--- config.mk ---
export PLATFORM = sky130hd
export DESIGN_NAME = status_word_packer
export DESIGN_NICKNAME = d
export VERILOG_FILES = /design/src/rtl/my_pkg.sv /design/src/rtl/status_word_packer.sv
export SDC_FILE = /design/constraint.sdc
export NUM_CORES = 1
export LEC_CHECK = 0
export CORE_MARGIN = 3
export CORE_UTILIZATION = 50
export DETAILED_ROUTE_END_ITERATION = 16
export PLACE_DENSITY = 0.71
export SLEW_MARGIN = 20
export SYNTH_ARGS = -nofsm -noshare
export SYNTH_HDL_FRONTEND = slang
export SYNTH_SLANG_ARGS = --single-unit
--- constraint.sdc ---
create_clock -name clk -period 10.7 [get_ports clk]
set_clock_uncertainty 0.2 [all_clocks]
set_input_delay 1.605 -clock clk [delete_from_list [all_inputs] [get_ports clk]]
set_output_delay 1.605 -clock clk [all_outputs]
set_load 0.01 [all_outputs]
--- src/rtl/my_pkg.sv ---
// Shared helpers for the status word packer.
//   popcount : number of set bits in the low `width` bits of a word
//   sat_inc  : increment of a `width`-bit value that sticks at all-ones
// Both functions take a maximum-width operand plus the live width so one
// definition serves every parameterisation of the packer.
package my_pkg;

  localparam int unsigned MaxWidth = 64;
  localparam int unsigned MaxCntW  = 64;

  typedef enum logic [1:0] {IDLE, FILL, HOLD} pack_state_e;

  function automatic int unsigned popcount(input logic [MaxWidth-1:0] word,
                                           input int unsigned         width);
    int unsigned cnt;
    cnt = 0;
    for (int unsigned i = 0; i < MaxWidth; i++) begin
      if (i >= width) return cnt;
      if (word[i]) cnt++;
    end
    return cnt;
  endfunction

  function automatic logic [MaxCntW-1:0] sat_inc(input logic [MaxCntW-1:0] value,
                                                 input int unsigned        width);
    logic [MaxCntW:0] all_ones;
    // One spare bit so a full-width counter still gets a correct mask.
    all_ones = ((MaxCntW + 1)'(1) << width) - (MaxCntW + 1)'(1);
    if ({1'b0, value} == all_ones) return value;
    return value + MaxCntW'(1);
  endfunction

endpackage

--- src/rtl/status_word_packer.sv ---
// Packs a serial status bit stream into WIDTH-bit words, LSB first, and
// presents each word with its population count on a valid/ready port.
// Counts delivered words with an odd number of ones (saturating).
//
// Ports
//   clk        : clock, rising edge
//   rst        : synchronous active-high reset
//   in_valid   : in_bit is valid
//   in_ready   : a bit is accepted this cycle (low only while a word is held)
//   in_bit     : serial status bit
//   flush      : close the current partial word, zero padded
//   out_valid  : out_data / out_ones valid
//   out_ready  : consumer takes the word
//   out_data   : packed word
//   out_ones   : number of ones in out_data
//   odd_cnt    : saturating count of delivered odd-parity words
module status_word_packer
  import my_pkg::*;
#(
  parameter int unsigned WIDTH = 8,
  parameter int unsigned CNT_W = 16
) (
  input  logic                       clk,
  input  logic                       rst,
  input  logic                       in_valid,
  output logic                       in_ready,
  input  logic                       in_bit,
  input  logic                       flush,
  output logic                       out_valid,
  input  logic                       out_ready,
  output logic [WIDTH-1:0]           out_data,
  output logic [$clog2(WIDTH+1)-1:0] out_ones,
  output logic [CNT_W-1:0]           odd_cnt
);

  localparam int unsigned IW = $clog2(WIDTH);
  localparam int unsigned OW = $clog2(WIDTH + 1);
  localparam logic [IW-1:0] LastIdx = IW'(WIDTH - 1);

  if (WIDTH < 2 || WIDTH > MaxWidth) begin : g_bad_width
    $error("status_word_packer: WIDTH out of range");
  end
  if (CNT_W < 1 || CNT_W > MaxCntW) begin : g_bad_cnt_w
    $error("status_word_packer: CNT_W out of range");
  end

  pack_state_e      state_q;
  logic [IW-1:0]    idx_q;
  logic [WIDTH-1:0] shreg_q;
  logic             out_valid_q;
  logic [WIDTH-1:0] out_data_q;
  logic [OW-1:0]    out_ones_q;
  logic [CNT_W-1:0] odd_cnt_q;

  logic             accept;
  logic             close;
  logic [WIDTH-1:0] word_next;

  // in_ready depends on the state register only.
  assign in_ready = (state_q != HOLD);
  assign accept   = in_valid && in_ready;

  // Partial word with this cycle's bit (if any) already placed at idx.
  always_comb begin
    word_next = shreg_q;
    if (accept) word_next[idx_q] = in_bit;
  end

  // A word closes on its last bit, or on flush when it holds at least one
  // bit (either already stored in FILL, or arriving this cycle).
  always_comb begin
    close = 1'b0;
    if (accept && idx_q == LastIdx) close = 1'b1;
    if (flush && (state_q == FILL || accept)) close = 1'b1;
  end

  always_ff @(posedge clk) begin
    if (rst) begin
      state_q     <= IDLE;
      idx_q       <= '0;
      shreg_q     <= '0;
      out_valid_q <= 1'b0;
      out_data_q  <= '0;
      out_ones_q  <= '0;
      odd_cnt_q   <= '0;
    end else begin
      case (state_q)
        IDLE, FILL: begin
          if (close) begin
            out_data_q  <= word_next;
            out_ones_q  <= OW'(popcount(MaxWidth'(word_next), WIDTH));
            out_valid_q <= 1'b1;
            shreg_q     <= '0;
            idx_q       <= '0;
            state_q     <= HOLD;
          end else if (accept) begin
            shreg_q <= word_next;
            idx_q   <= idx_q + IW'(1);
            state_q <= FILL;
          end
        end
        HOLD: begin
          if (out_ready) begin
            out_valid_q <= 1'b0;
            state_q     <= IDLE;
            if (out_ones_q[0]) begin
              odd_cnt_q <= CNT_W'(sat_inc(MaxCntW'(odd_cnt_q), CNT_W));
            end
          end
        end
        default: state_q <= IDLE;
      endcase
    end
  end

  assign out_valid = out_valid_q;
  assign out_data  = out_data_q;
  assign out_ones  = out_ones_q;
  assign odd_cnt   = odd_cnt_q;

endmodule

==> metrics.yaml <==
finalWirelength_mm: 6.48
insertion_delay_ns: 0.30
seq_area_frac_synth_pct: 30.4
synth-edff-count: 0
critical_path.cell_chain: "clkdlybuf4s50_1 -> inv_1 -> o41ai_1 -> inv_1 -> ha_1 -> xnor2_2 -> ha_1 -> nand2_1 -> or4_1 -> o221a_2 -> a32oi_2 -> mux2i_1 -> a221oi_4 -> ha_1 -> mux2_2 -> ha_1 -> nand2_1 -> xnor2_1 -> or3_1 -> a311oi_1"
clockBufferDepth: 2
die-height_um: 80.3
gp_congestion: 0.912
crit_path_start: "in_bit"
path_class: "in -> reg"
netlist_area_mm2: 0.00276
dp_hpwl_mm: 4.78
antenna_found_initial: 0
critPathLaunchType: "input port"
finalHoldViolations: 0
holdCritPathClass: "reg -> reg"
h-tree-depth: 2
cts_made_buffers: 5
slew_headroom_pct: 53.2
grt_pass1_wl_mm: 10.7
end_kind: "register"
power_density_mw_per_mm2: 97.9
synthesis.nets: 335
cp_slowest_stage_delay_ns: 0.66
grt_max_degree: 44
layoutNonFillerInstCount: 417
route.detailed.drc: 0
post_synth.cell_area_avg_um2: 8.63
pin_count: 36
synth.distinct_cells: 72
drt-wirelength-per-cell_um: 15.5
drtIter0Drc: 228
synth_warnings: 0
slowest_stage: "clkdlybuf4s50_1"
cts_tree: "done"
ir_drop_v: 0.0000580
reg2reg_slack_ns: 5.28
most-common-layout-cells: "nor2_1 (48), dfxtp_1 (42), clkdlybuf4s50_1 (35)"
grt.total_usage_pct: 21.0
setup_viol: 0
r2r_start: "idx_q[2]$_SDFFE_PP0P_"
status: "finished clean"
coreArea_mm2: 0.00524
clock-sinks: 42
tns_ns: 0
num_antenna_cells: 0
cts_resized: 0
path_common_cell: "ha_1"
fin_nets: 361
worst_pin_slew_ns: 0.693
min_path_cells: 1
vias_per_cell: 5.92
clkSlewWorstSetupHoldPaths_ns: 0.09
drv_slew: 0
synthCells: 320
io_buffer_count: 35
initial_utilization_pct: 52.7
holdPathEnd: "state_q[0]$_SDFFE_PP0P_"
syn_to_final_growth_pct: 16.4
hold_start: "state_q[1]$_SDFFE_PP0P_"
final_common_cell: "nor2_1"
max_cap_viol_count: 0
grt_pass1_vias: 2243
synth-async-reset-ratio_pct: 0
r2r_end: "out_ones[2]$_SDFFE_PP0P_"
dieArea_mm2: 0.00645
dp.cells: 409
dominantRegCellSynth: "dfxtp_1"
dr_total_vias: 2468
grt_overflow: 0
cts_hold_buffers: 0
die-width_um: 80.3
worst-path-max-fanout: 10
row_count: 26
cp.required_ns: 10.71
ff2ff_path_depth: 19
ant_nets: 0
fin_crit_ns: 6.90
final.fill_count: 463
p_total_mw: 0.315
worstPathArrival_ns: 6.91
timing.fmax_mhz: 145
rsz0062_at_grt: "false"
fin_crit_sh_pct: 64.5
drive_gt1_share_pct: 11.0
power_leakage_nw: 1.22
post-cts-setup-buffer-count: 0
synth_seq_cells: 42
first_pass_iters: 4
cts-root-buf: "clkbuf_8"
[cell families after synthesis]
kind of cell | Yosys count | synth area share (%)
AND/OR/NAND/NOR | 126 | 23.5
adder cells (fa/ha/maj) | 9 | 4.08
AO/OA/AOI/OAI | 80 | 23.1
flip-flops | 42 | 30.4
multiplexers | 13 | 4.89
buffers and inverters | 27 | 4.85
XOR/XNOR | 23 | 9.15
[metal layers]
layer | global-route usage (%) | wire (µm)
met4 | 5.74 | 99
met3 | 4.37 | 426
met2 | 31.5 | 2780
met1 | 30.3 | 3180
met5 | 0 | 0
[per-stage QoR]
step	util (%)	instance area (µm²)	hold WS (ns)	worst slack, ns
finish	61.4	3220	0.258	3.80
global route	61.4	3220	0.310	3.47
CTS	61.4	3220	0.269	3.84
detailed placement	59.7	3130	0.260	3.54
global placement	59.7	3130	0.252	3.69
floorplan	-	2760	0.205	4.44
[how the worst max path moves through the flow]
stage	end	cells after the start
after floorplan	out_ones[2]$_SDFFE_PP0P_	22
after global placement	out_ones[2]$_SDFFE_PP0P_	20
after detailed placement	out_ones[2]$_SDFFE_PP0P_	20
after CTS	out_ones[2]$_SDFFE_PP0P_	20
after global routing	out_ones[2]$_SDFFE_PP0P_	20
final	out_ones[2]$_SDFFE_PP0P_	20
[synth_stat cells, types with 2 or more instances]
cell type  number  area share (%)
mux2_2          4             1.6
a21boi_1        2            0.54
xnor2_2         3             1.8
xor2_1         12             3.8
dfxtp_1        42              30
a21oi_1         8             1.4
nor3_1          6             1.1
a211oi_2        2            0.91
a211oi_1        8             2.2
nand4_1         6             1.4
and3_1          5             1.1
nand2_1        22             3.0
and4_1          2            0.63
inv_1           6            0.82
mux2i_1         9             3.3
or3_1           6             1.4
o211ai_1        5             1.4
nand3_1         9             1.6
a311oi_1        2            0.63
nor4_1          3            0.68
a22oi_1        10             2.7
clkbuf_1       11             1.5
buf_2           2            0.36
o21ai_0        11             2.0
buf_6           3             1.2
o31a_1          3            0.95
o31ai_1         4             1.1
buf_4           2            0.54
nor2_1         48             6.5
a211o_1         2            0.63
xnor2_1         6             1.9
buf_1           2            0.27
ha_1            9             4.1
or4_1           2            0.54
a21o_1          2            0.54
nand2b_1        3            0.68
o311ai_0        2            0.63
o31ai_2         2            0.91
[registers in the layout, indices dropped and copies added (netlist names)]
signal and cells:
idx_q 3, odd_cnt 16, out_data 8, out_ones 4, out_valid 1, shreg_q 8
state_q 2
[area by class of cell]
cell class / count / area (µm²) / share of cell area (%)
Tap cell: 70 / 87.6 / 2.72
Multi-Input combinational cell: 251 / 1790 / 55.7
Sequential cell: 42 / 841 / 26.1
Clock buffer: 5 / 68.8 / 2.14
Inverter: 7 / 26.3 / 0.817
Timing Repair Buffer: 39 / 380 / 11.8
Clock inverter: 3 / 21.3 / 0.661
[worst max-delay path, delay by kind of cell]
| kind | cells | cell delay (ns) |
|---|---|---|
| xor+xnor | 2 | 0.31 |
| compound gates | 5 | 1.22 |
| simple gates | 4 | 0.84 |
| fa+ha+maj | 4 | 1.31 |
| mux | 2 | 0.58 |
| buf+inv | 3 | 1.03 |
[where the power goes]
part | total (mW) | switching, mW | internal [mW] | leakage, nW
Sequential | 0.163 | 0.00265 | 0.160 | 0.340
Combinational | 0.0460 | 0.0267 | 0.0193 | 0.831
Clock | 0.106 | 0.0602 | 0.0459 | 0.0441
Total | 0.315 | 0.0896 | 0.225 | 1.22
(Power assumes the default switching activity.)
